[src/rtl/spectrum_peak_detector_pkg.sv]
// Shared definitions for the FFT magnitude path: sizing defaults, the detector
// state encoding, IEEE-754 single field constants and the magnitude sanitiser.
package spectrum_peak_detector_pkg;

    localparam int unsigned DEFAULT_SIZE        = 64;
    localparam int unsigned DEFAULT_SEARCH_BINS = DEFAULT_SIZE / 2;

    localparam int unsigned SIGN_BIT = 31;
    localparam logic [7:0]  EXP_MAX  = 8'hFF;

    typedef enum logic {
        StAccum,
        StReport
    } state_t;

    // Negative values and NaNs collapse to +0.0 so that the remaining bits order
    // like an unsigned integer; +Inf survives as the largest legal value.
    function automatic logic [30:0] sanitise(input logic [31:0] v);
        logic is_nan;
        is_nan = (v[30:23] == EXP_MAX) && (v[22:0] != '0);
        if (v[SIGN_BIT] || is_nan) begin
            return '0;
        end
        return v[30:0];
    endfunction

endpackage

[src/rtl/spectrum_peak_detector_fp_mag_compare.sv]
// Combinational greater-than between two squared magnitudes, both sanitised
// first so that sign and NaN patterns never win a comparison.
module fp_mag_compare
    import spectrum_peak_detector_pkg::*;
(
    input  logic [31:0] a,
    input  logic [31:0] b,
    output logic        gt
);

    always_comb begin
        gt = sanitise(a) > sanitise(b);
    end

endmodule

[src/rtl/spectrum_peak_detector.sv]
// Per-frame peak search over an FFT magnitude stream: reports the index and value
// of the largest searched bin plus how many searched bins exceed a threshold.
module spectrum_peak_detector
    import spectrum_peak_detector_pkg::*;
#(
    parameter int unsigned SIZE        = DEFAULT_SIZE,
    parameter int unsigned SEARCH_BINS = SIZE / 2,
    parameter bit          SKIP_DC     = 1'b1
) (
    input  logic                    clk,
    input  logic                    rst,
    input  logic                    mag_valid,
    input  logic [31:0]             mag_data,
    output logic                    mag_ready,
    input  logic [31:0]             threshold,
    output logic                    out_valid,
    input  logic                    out_ready,
    output logic [$clog2(SIZE)-1:0] peak_bin,
    output logic [31:0]             peak_mag,
    output logic [$clog2(SIZE):0]   above_cnt,
    output logic [15:0]             frame_cnt
);

    localparam int unsigned IDX_W = $clog2(SIZE);

    localparam logic [IDX_W-1:0] LAST_IDX   = IDX_W'(SIZE - 1);
    localparam logic [IDX_W-1:0] INIT_IDX   = SKIP_DC ? IDX_W'(1) : '0;
    localparam logic [IDX_W:0]   SEARCH_LIM = (IDX_W + 1)'(SEARCH_BINS);

    state_t             state;
    logic [IDX_W-1:0]   bidx;
    logic [30:0]        run_mag;
    logic [IDX_W-1:0]   run_idx;
    logic [IDX_W:0]     run_cnt;
    logic [31:0]        thr_q;

    logic               xfer;
    logic               searched;
    logic [31:0]        thr_sel;
    logic [30:0]        bin_san;
    logic               bin_gt_peak;
    logic               bin_gt_thr;
    logic [30:0]        nxt_mag;
    logic [IDX_W-1:0]   nxt_idx;
    logic [IDX_W:0]     nxt_cnt;

    assign xfer     = mag_valid && mag_ready;
    assign bin_san  = sanitise(mag_data);
    assign searched = ({1'b0, bidx} < SEARCH_LIM) && !(SKIP_DC && (bidx == '0));
    // Bin 0 compares against the live threshold; later bins use the copy latched with it.
    assign thr_sel  = (bidx == '0) ? threshold : thr_q;

    fp_mag_compare u_peak_cmp (
        .a  (mag_data),
        .b  ({1'b0, run_mag}),
        .gt (bin_gt_peak)
    );

    fp_mag_compare u_thr_cmp (
        .a  (mag_data),
        .b  (thr_sel),
        .gt (bin_gt_thr)
    );

    // Strictly-greater update over ascending indices keeps the lowest index on ties.
    always_comb begin
        nxt_mag = run_mag;
        nxt_idx = run_idx;
        nxt_cnt = run_cnt;
        if (searched) begin
            if (bin_gt_peak) begin
                nxt_mag = bin_san;
                nxt_idx = bidx;
            end
            if (bin_gt_thr) begin
                nxt_cnt = run_cnt + (IDX_W + 1)'(1);
            end
        end
    end

    always_ff @(posedge clk or negedge rst) begin
        if (!rst) begin
            state     <= StAccum;
            bidx      <= '0;
            run_mag   <= '0;
            run_idx   <= INIT_IDX;
            run_cnt   <= '0;
            thr_q     <= '0;
            mag_ready <= 1'b0;
            out_valid <= 1'b0;
            peak_bin  <= '0;
            peak_mag  <= '0;
            above_cnt <= '0;
            frame_cnt <= '0;
        end else begin
            case (state)
                StAccum: begin
                    mag_ready <= 1'b1;
                    if (xfer) begin
                        bidx    <= bidx + IDX_W'(1);
                        run_mag <= nxt_mag;
                        run_idx <= nxt_idx;
                        run_cnt <= nxt_cnt;
                        if (bidx == '0) begin
                            thr_q <= threshold;
                        end
                        if (bidx == LAST_IDX) begin
                            state     <= StReport;
                            mag_ready <= 1'b0;
                            out_valid <= 1'b1;
                            peak_bin  <= nxt_idx;
                            peak_mag  <= {1'b0, nxt_mag};
                            above_cnt <= nxt_cnt;
                            frame_cnt <= frame_cnt + 16'd1;
                        end
                    end
                end
                StReport: begin
                    if (out_ready) begin
                        state     <= StAccum;
                        out_valid <= 1'b0;
                        mag_ready <= 1'b1;
                        run_mag   <= '0;
                        run_idx   <= INIT_IDX;
                        run_cnt   <= '0;
                    end
                end
                default: begin
                    state <= StAccum;
                end
            endcase
        end
    end

endmodule

[config.mk]
export PLATFORM = sky130hd
export DESIGN_NAME = spectrum_peak_detector
export DESIGN_NICKNAME = d
export VERILOG_FILES = /design/src/rtl/spectrum_peak_detector_pkg.sv /design/src/rtl/spectrum_peak_detector_fp_mag_compare.sv /design/src/rtl/spectrum_peak_detector.sv
export SDC_FILE = /design/constraint.sdc
export NUM_CORES = 1
export LEC_CHECK = 0
export ABC_CLOCK_PERIOD_IN_PS = 3350
export BUFFER_PORTS_ARGS = -buffer_cell sky130_fd_sc_hd__buf_2
export CAP_MARGIN = 10
export CELL_PAD_IN_SITES_DETAIL_PLACEMENT = 1
export CELL_PAD_IN_SITES_GLOBAL_PLACEMENT = 1
export CORE_ASPECT_RATIO = 1.25
export CORE_MARGIN = 2
export CORE_UTILIZATION = 39
export CTS_BUF_LIST = sky130_fd_sc_hd__clkbuf_16
export CTS_CLUSTER_DIAMETER = 150
export DETAILED_ROUTE_END_ITERATION = 8
export PLACE_DENSITY_LB_ADDON = 0.1
export SLEW_MARGIN = 40
export SYNTH_ARGS = -nofsm -noshare
export SYNTH_HDL_FRONTEND = slang
export SYNTH_SLANG_ARGS = --single-unit
[constraint.sdc]
create_clock -name clk -period 3.35 [get_ports clk]
set_input_delay 0.1675 -clock clk [delete_from_list [all_inputs] [get_ports clk]]
set_output_delay 0.1675 -clock clk [all_outputs]
set_load 0.01 [all_outputs]
-- Word-level counts from Yosys, hierarchy flattened
Index checks and enable logic that the tools add are counted.
- $add $sub $neg: 3
- magnitude comparators: 3
- shift-type cells: 0
- multiplexer cells: 37
- bitwise gates (word level): 1
- divide/modulo/power cells: 0
- multiply operators: 0
- reduce and logical (&&, ||, !) cells: 16
- eq/ne operators: 7
- operator list (kind ; count):
    31-bit two-way mux ; 10
    23-bit nonzero test ; 3
    31-bit > comparator ; 2
    31-bit one-hot mux with 2 select lines ; 1
    32-bit two-way mux ; 1
    7-bit two-way mux ; 4
    8-bit equality test (second input constant) ; 3
    6-bit two-way mux ; 4
    16-bit by 1-bit adder with 16-bit output (second input constant) ; 1
    7-bit one-hot mux with 2 select lines ; 1
    1-bit two-way mux ; 12
    6-bit one-hot mux with 2 select lines ; 1
    7-bit by 1-bit adder with 7-bit output (second input constant) ; 1
    6-bit by 1-bit adder with 6-bit output (second input constant) ; 1
    6-bit equality test (second input constant) ; 1
    6-bit logical NOT ; 1
    6-bit less-than comparator (second input constant) ; 1
    2-bit inequality test (second input constant) ; 3
    1-bit one-hot mux with 2 select lines ; 3
    3-bit AND reduction ; 2
    1-bit logical AND ; 5
    2-bit AND reduction ; 2
    1-bit logical OR ; 2
    1-bit logical NOT ; 1
    1-bit inverter ; 1
- input bits: 68
- memory bits (writable): 0
- register bits: 145
- ROM bits: 0
- memories kept: 0
- latch bits: 0

-- Depth between registers and ports, before layout
Gate-level depths: netlist (run 1).
- depth after elaboration: 12
- mapped depth: 17
- mapped depth without buffers: 15

-- Cells and area by module
A second synthesis (run 1) with hierarchy kept.
- cell total of the unflattened synthesis: 873
- area, all modules: 8712.1 sq um
- modules (own cells, without submodules) (module ; instances ; area an instance (sq um) ; cells each ; seq. area each (sq um)):
    spectrum_peak_detector ; 1 ; 6352.3 ; 535 ; 3629.7
    fp_mag_compare ; 2 ; 1179.9 ; 169 ; 0.0

-- Worst setup path before layout (run 1)
No wires, ideal clock.
- path kind: register -> register
- start point: reg bidx[4]
- end point: reg run_cnt[0]
- setup slack: -0.116 ns
- cell stages (with the launch flop): 16
- data required time: 3.225 ns
- arrival: 3.341 ns
- buffers on the path: 2
- cells stage by stage: dfrtp_1 nor4_1 and2_1 buf_2 nor3_1 nor2_1 clkbuf_1 a21o_1 ha_1 a21oi_1 nand2_1 a221o_1 a211o_1 o21ai_0 nor2_1 mux2_2
- longest elaborated chain between the ends: 12
- elaborated cells between the ends (all ways): 16
- ends and longest elaborated chain (element ; line ; source):
    from (decl) ; spectrum_peak_detector.sv:31 ; logic [IDX_W-1:0] bidx;
    from (signal assigned) ; spectrum_peak_detector.sv:100 ; bidx <= bidx + IDX_W'(1);
    6-bit logical NOT ; spectrum_peak_detector.sv:49, spectrum_peak_detector.sv:51 ;
    32-bit two-way mux ; -- ;
    23-bit nonzero test or 8-bit equality test (tied branches) ; spectrum_peak_detector_pkg.sv:20 ; is_nan = (v[30:23] == EXP_MAX) && (v[22:0] != '0);
    1-bit logical AND ; spectrum_peak_detector_pkg.sv:20 ;
    1-bit logical OR ; spectrum_peak_detector_pkg.sv:21 ; if (v[SIGN_BIT] || is_nan) begin
    1-bit two-way mux ; spectrum_peak_detector_pkg.sv:21 ;
    31-bit two-way mux ; spectrum_peak_detector_pkg.sv:24 ; return v[30:0];
    31-bit > comparator ; spectrum_peak_detector_fp_mag_compare.sv:12 ; gt = sanitise(a) > sanitise(b);
    7-bit two-way mux ; spectrum_peak_detector.sv:75 ; if (bin_gt_thr) begin
    7-bit two-way mux (*) ; spectrum_peak_detector.sv:70 ; if (searched) begin
    7-bit two-way mux (*) ; spectrum_peak_detector.sv:99 ; if (xfer) begin
    7-bit one-hot mux with 2 select lines (*) ; spectrum_peak_detector.sv:96 ; case (state)
    to (signal assigned) ; spectrum_peak_detector.sv:103 ; run_cnt <= nxt_cnt;
    to (decl) ; spectrum_peak_detector.sv:34 ; logic [IDX_W:0] run_cnt;
Mark *: on every way between the ends. The rest lies on a longest branch, timed or not. The select of a mux whose other input is x is not followed.
A chain may end at the register's enable or synchronous reset.

-- Worst setup path in the final report (run 1)
- start point: reg thr_q[5]
- end point: reg run_cnt[0]
- longest elaborated chain between the ends: 11
- ends and longest elaborated chain (element ; line ; source):
    from (decl) ; spectrum_peak_detector.sv:35 ; logic [31:0] thr_q;
    from (signal assigned) ; spectrum_peak_detector.sv:105 ; thr_q <= threshold;
    32-bit two-way mux (*) ; -- ;
    23-bit nonzero test ; spectrum_peak_detector_pkg.sv:20 ;
    1-bit logical AND ; spectrum_peak_detector_pkg.sv:20 ;
    1-bit logical OR ; spectrum_peak_detector_pkg.sv:21 ;
    1-bit two-way mux ; spectrum_peak_detector_pkg.sv:21 ;
    31-bit two-way mux (*) ; spectrum_peak_detector_pkg.sv:24 ;
    31-bit > comparator (*) ; spectrum_peak_detector_fp_mag_compare.sv:12 ;
    7-bit two-way mux (*) ; spectrum_peak_detector.sv:75 ;
    7-bit two-way mux (*) ; spectrum_peak_detector.sv:70 ;
    7-bit two-way mux (*) ; spectrum_peak_detector.sv:99 ;
    7-bit one-hot mux with 2 select lines (*) ; spectrum_peak_detector.sv:96 ;
Marked as above.

==> run summary, run 1 <==
Status - finished, violations left
Failing checks - setup timing
R2R setup slack - -710 ps
Worst Slack Setup Final - -710 ps
FF-to-FF End - run_cnt[0]
Critical path launch point type - flip-flop
Worst setup EP type - flip-flop
Full die area - 22600 um^2
Netlist Area Pre-Place - 8330 um^2
Post-layout power - 9800 uW
PortBufs - 129
Post-synthesis net count - 1060
Drt drc - 0
Largest net degree at the start of global routing - 60
Nets - 1419
H-tree depth - 4
Critical path arrival - 4380 ps
Largest family of logic cells by synthesized area - simple AND/OR/NAND/NOR gates
Adder-cell share of the synthesized area - 9.91%
Cell accounting for the most synthesized area - dfrtp_1
Via density - 5.40
Critical path class - reg -> reg
Hold Vio Cnt, Final - 0
Top cells by area, synth - dfrtp_1 43%, nand2_1 15%, ha_1 9.9%
Critical-path cell list - nor4_2, buf_4, nand4_1, nor2_1, nor3_2, nor3_2, buf_4, nor2_4, buf_6, a21o_1, ha_1, nand4_1, or4_4, a21oi_4, buf_6, o21ai_4, a21o_1, mux2_2
PD cells - 770 nW/um^2
Seq cells post-synth - 145
Leak Pwr - 0.00671 uW
Xor/xnor cell area share of the yosys netlist - 2.10%
Per-cell routed wire length - 21.6 um
FF-to-FF path depth - 18
Worst vdd ir - 0.470 mV
Setup tns final - -20600 ps
Max cap viols - 0
IO Count - 131
Post-route insts no fill - 1572
Antenna diode count - 0
Tightest Pin Transition - 681 ps
Die Y-Extent - 167 um
Number of global-route vias before repair - 8822
Synth top area share - 43.2%
Syn Inst Count - 926
Share of layout cells above drive strength 1 - 42.5%
Share of flip-flops with an asynchronous set or reset - 100%
Gr usage total - 26.7%
Via count - 8487
Core area - 20900 um^2
Relative slew slack - 54.4%
DR iter-0 viols - 437
Routed Antenna Nets - 0
Synth Area in Simple Gates - 23.7%
Worst Path Required - 3670 ps
DRT Pass-1 Iters - 4
Syn Area/Cell - 9.00 um^2
Primary FF master, synth - dfrtp_1
Hpwl dp - 20.1 mm
Post-Route WL - 34.0 mm
Clock transition at path regs - 70 ps
Layout area overhead - 52.7%
Critical-path maximum fanout - 6
Fmax - 246 MHz
Clk buf depth - 2
Register area share after synthesis - 43.6%
Yosys warns - 0
Hold Path Class - in -> reg
GRT overflow - 0
Die X-Extent - 135 um
Final Cycle Share - 121%
Root Buffer - clkbuf_16
Unrepaired setup endpoints after global routing - yes
Inst Count DP - 1506
Hold Path Stages - 2
Row Count - 59
CTS Sinks - 145
Initial antenna violation count - 0
Hold Path End - thr_q[31]
Max stage delay on crit path - 610 ps
Clock Skews - 16.0 ps
Initial Utilization - 39.9%
CTS tree - done
CTS buffer count - 17
Compound-Gate Fraction of Synth Area - 7.69%
R2r startpoint - thr_q[5]
Post-synth EDFFs - 0
Global-route wire length before repair - 47.1 mm
Post-synth cell types - 50
GP Congestion - 0.841
CP max stage cell - or4_4
Clk_lat worst skew - 440 ps
Min-delay src - threshold[31]
Tmin final - 4060 ps
Max Transition Viols Final - 0
Multiplexer share of the synthesized area - 8.92%
# setup viols final - 44
critical path: cells and delay by family, from the launching register on:
kind | cells | cell delay [ps]
adder cells (fa/ha/maj) | 1 | 290
flip-flops | 1 | 390
AO/OA/AOI/OAI | 4 | 710
AND/OR/NAND/NOR | 8 | 1650
multiplexers | 1 | 260
buffers and inverters | 4 | 650
cell usage in the layout (no fill, tap or decap), types with 3 or more instances in the layout:
cell and count:
o211ai_1 4, nand3_1 13, ha_1 33, mux2_2 34
nand2_1 304, nand2_2 10, nor4_2 7, inv_1 38
a21o_1 35, or4_1 3, buf_12 8, o21ai_0 3
buf_2 128, nand2_4 10, mux2i_1 33, a21oi_2 10
nor2_1 15, ha_4 31, xnor2_1 20, nor2_4 5
buf_4 224, nor4_1 15, clkbuf_16 17, inv_8 5
o21ai_2 3, dfrtp_1 144, a21oi_1 17, inv_6 4
nor3_1 7, buf_16 6, nor3_2 3, buf_6 10
and3_1 6, nand4_1 35, and2_1 3
where the power goes:
part / switching (uW) / total (uW) / internal [uW]
combinational: 2640 / 5210 / 2570
sequential: 373 / 2620 / 2240
clock: 913 / 1980 / 1060
total: 3930 / 9800 / 5870
logic make-up (layout without fill, tap and decap cells):
| family | count (synthesis) | count (layout) |
|---|---|---|
| buf+inv | 79 | 449 |
| flops | 145 | 145 |
| xor+xnor | 20 | 20 |
| compound gates | 93 | 93 |
| simple gates | 452 | 454 |
| fa+ha+maj | 66 | 66 |
| mux | 70 | 70 |
| other cells | 1 | 1 |
metal layers:
layer / track usage (%) / vias to the layer above / part of all wire (%)
li1: - / 3896 / -
met1: 32.5 / 4229 / 39
met2: 48.2 / 269 / 53
met3: 3.57 / 93 / 3.7
met4: 8.92 / 0 / 4.2
met5: 0 / - / 0
synthesized netlist by cell type, drive strengths merged (4+ instances only):
master / n
nand2: 324
dfrtp: 144
ha: 66
inv: 38
mux2i: 36
nand4: 36
a21o: 35
mux2: 34
a21oi: 28
clkbuf: 28
nor4: 23
nor2: 20
xnor2: 20
nand3: 15
buf: 13
nor3: 12
o21ai: 10
and3: 7
or4: 5
o211ai: 4
flip-flops by register name (all words and copies together) (netlist names):
name and cells:
out_valid 1, frame_cnt 16, peak_mag 31, bidx 6, run_mag 31, state 1, mag_ready 1, run_cnt 7
peak_bin 6, thr_q 32, above_cnt 7, run_idx 6
what timing repair did:
item	CTS	global route
hold buffers	1	0
pin swaps	40	32
hold endpoints to repair	53	0
resized for setup	65	72
setup buffers	26	2
gates cloned	9	0
endpoints found under the setup margin	44	44
worst max-delay path by stage:
| stage | cells after the start | start | slack [ps] | end |
|---|---|---|---|---|
| 4_1_cts | 17 | thr_q[5] | -460 | run_cnt[6] |
| 5_1_grt | 18 | thr_q[5] | -800 | run_cnt[0] |
| 3_5_place_dp | 18 | mag_data[16] | -770 | run_mag[7] |
| 2_1_floorplan | 15 | bidx[0] | 7 | run_cnt[5] |
| 6_report | 18 | thr_q[5] | -710 | run_cnt[0] |
| 3_3_place_gp | 18 | threshold[6] | -820 | run_cnt[0] |
metrics by stage:
stage               setup WS [ps]  instance area, um^2  util [%]  hold WS [ps]
floorplan                    6.98                 8430         -          -128
global placement             -819                10900      52.3           413
detailed placement           -771                11000      52.5           137
CTS                          -456                12300      59.0          11.6
global route                 -799                12700      60.9          32.2
finish                       -710                12700      60.9          18.8
area by class of cell:
type                            count  area (um^2)
Fill cell                        2366         8170
Tap cell                          274          343
Timing Repair Buffer              379         2820
Clock buffer                       17          425
Clock inverter                     15          168
Multi-Input combinational cell    704         5190
Sequential cell                   145         3630
Inverter                           38          143
No activity file was read; power rests on OpenSTA's default activity.
==> run 2, diff against run 1 <==
--- a/config.mk
+++ b/config.mk
@@ -16,7 +16,7 @@
 export CTS_BUF_LIST = sky130_fd_sc_hd__clkbuf_16
 export CTS_CLUSTER_DIAMETER = 150
 export DETAILED_ROUTE_END_ITERATION = 8
-export PLACE_DENSITY_LB_ADDON = 0.1
+export PLACE_DENSITY = 0.84
 export SLEW_MARGIN = 40
 export SYNTH_ARGS = -nofsm -noshare
 export SYNTH_HDL_FRONTEND = slang
==> run 2 against run 1 <==
Effect of this change:
- the flow still finishes with violations (setup timing)
- sequential share of layout area is essentially flat
- hold slack gained 33 ps
- worst setup slack lost 100 ps
- combinational power grew 14%
- cell count shrank 1.1%
- cell area shrank 0.13%
- register-to-register slack lost 100 ps
- via count grew 13%
- count of clock-buffer cells in the layout is the same
- sequential power grew 4%
- critical endpoint is now run_cnt[5]
- largest power group unchanged
==> run summary, run 2 (synthesized netlist as in run 1, its figures left out) <==
Via density - 6.19
Critical-path maximum fanout - 13
Most common cell on crit path - buf_4
Critical path launch point type - flip-flop
DRT Pass-1 Iters - 7
Unrepaired setup endpoints after global routing - yes
PortBufs - 129
Root Buffer - clkbuf_16
CTS buffer count - 17
IO Count - 131
GP Congestion - 0.875
Hold Path Class - in -> reg
Critical path arrival - 4560 ps
Worst vdd ir - 0.549 mV
Clk_lat worst skew - 460 ps
Per-cell routed wire length - 28.5 um
Worst Path Required - 3740 ps
Commonest non-fill, non-tap cell in the layout - nand2_1
CP max stage cell - or4_1
Clock transition at path regs - 70 ps
Die Y-Extent - 167 um
Layout area overhead - 52.5%
Number of global-route vias before repair - 10300
Max cap viols - 0
Hpwl dp - 21.8 mm
Relative slew slack - 61.5%
Critical path class - reg -> reg
Max reg flops - 32
Status - finished, violations left
CTS tree - done
Hold Vio Cnt, Final - 0
CTS Sinks - 145
PD cells - 849 nW/um^2
Leak Pwr - 0.00658 uW
Share of layout cells above drive strength 1 - 42.7%
Top flop regs - thr_q x32, peak_mag x31, run_mag x31
Setup tns final - -25340 ps
Fmax - 240 MHz
Antenna diode count - 0
Clock Skews - 16.0 ps
Clk buf depth - 2
Nets - 1401
Initial Utilization - 39.9%
DR iter-0 viols - 982
Max Transition Viols Final - 0
Post-route insts no fill - 1554
Initial antenna violation count - 0
# setup viols final - 44
Biggest register - thr_q
Row Count - 59
Failing checks - setup timing
Drt drc - 0
Full die area - 22600 um^2
H-tree depth - 4
Die X-Extent - 135 um
Inst Count DP - 1492
Critical-path cell list - nor4_4, buf_4, nand4_1, nor2_1, nor3_1, nor3_2, buf_4, nor2_4, buf_6, a21o_1, ha_1, nand4_1, nor2_4, o31ai_4, buf_4, a21oi_4, o2111ai_4, or4_1, nand3_1
GRT overflow - 0
Via count - 9620
Final Cycle Share - 124%
Global-route wire length before repair - 61.5 mm
Tightest Pin Transition - 572 ps
Core area - 20900 um^2
Post-Route WL - 44.3 mm
Routed Antenna Nets - 0
Largest net degree at the start of global routing - 104
Fillcell total - 2341
Max stage delay on crit path - 480 ps
Worst Slack Setup Final - -815 ps
Worst setup EP type - flip-flop
Gr usage total - 36.2%
Most frequent cells in the layout - 305 x nand2_1, 208 x buf_4, 144 x dfrtp_1
Tmin final - 4160 ps
-- run 2: cell types whose count changed in the layout (fill, tap and decap cells not counted), moves of 3 or more --
cell	before	now
nand2_2	10	7
nor4_4	1	4
buf_4	224	208
mux2i_1	33	21
buf_6	10	6
mux2i_2	2	13
-- run 2: cell type report --
| class | count | area (um^2) | share of cell area, % |
|---|---|---|---|
| flip-flops and latches | 145 | 3630 | 28.6 |
| clock inverters | 15 | 186 | 1.47 |
| inverters | 38 | 143 | 1.12 |
| well taps | 274 | 343 | 2.70 |
| repair buffers | 362 | 2690 | 21.2 |
| multi-input cells | 703 | 5290 | 41.6 |
| clock buffers | 17 | 425 | 3.35 |
-- run 2: timing repair --
item	CTS	global route
setup endpoints to repair	44	44
hold endpoints to repair	101	0
gates cloned	8	0
pin swaps	35	25
resized for setup	87	74
hold buffers	2	0
setup buffers	18	6
-- run 2: worst max-delay path: cells and delay by family (launching register included) --
family	cells	cell delay (ps)
flops	1	440
simple gates	10	1940
buf+inv	4	660
compound gates	4	760
fa+ha+maj	1	270
-- run 2: path summary, 6_finish.rpt --
path / end / depth (start not counted) / startpoint / slack (ps)
setup / recovery: run_cnt[5] / 19 / thr_q[22] / -810
hold / removal: thr_q[19] / 3 / threshold[19] / 50
setup reg to reg: run_cnt[5] / 19 / thr_q[22] / -810
hold reg to reg: peak_bin[2] / 2 / peak_bin[2] / 470
max in group asynchronous: run_mag[25] / 4 / rst / 2180
min in group asynchronous: thr_q[5] / 2 / rst / 150
-- run 2: power by group --
group	switching (uW)	internal, uW	total (uW)
combinational	3160	2790	5950
sequential	481	2240	2720
clock	973	1130	2110
-- run 2: metal layers --
layer  part of all wire, %  wire length [um]  GRT usage, %  up-vias
met4                   9.1              4010          26.5        0
li1                      -                 -             -     3862
met3                   8.1              3610          7.57      317
met1                    34             15300          40.0     4723
met2                    48             21400          60.8      718
met5                     0                 0             0        -
-- run 2: metrics by stage --
stage	utilization, %	hold WS [ps]	total power, uW	setup WS (ps)	cell area (um^2)
after global placement	51.7	344	6150	-784	10800
after detailed placement	51.8	267	6510	-900	10800
after global routing	60.8	72.2	11100	-871	12700
after CTS	58.9	15.2	9500	-447	12300
after floorplan	-	-128	4700	6.98	8430
final	60.8	52.1	10800	-815	12700
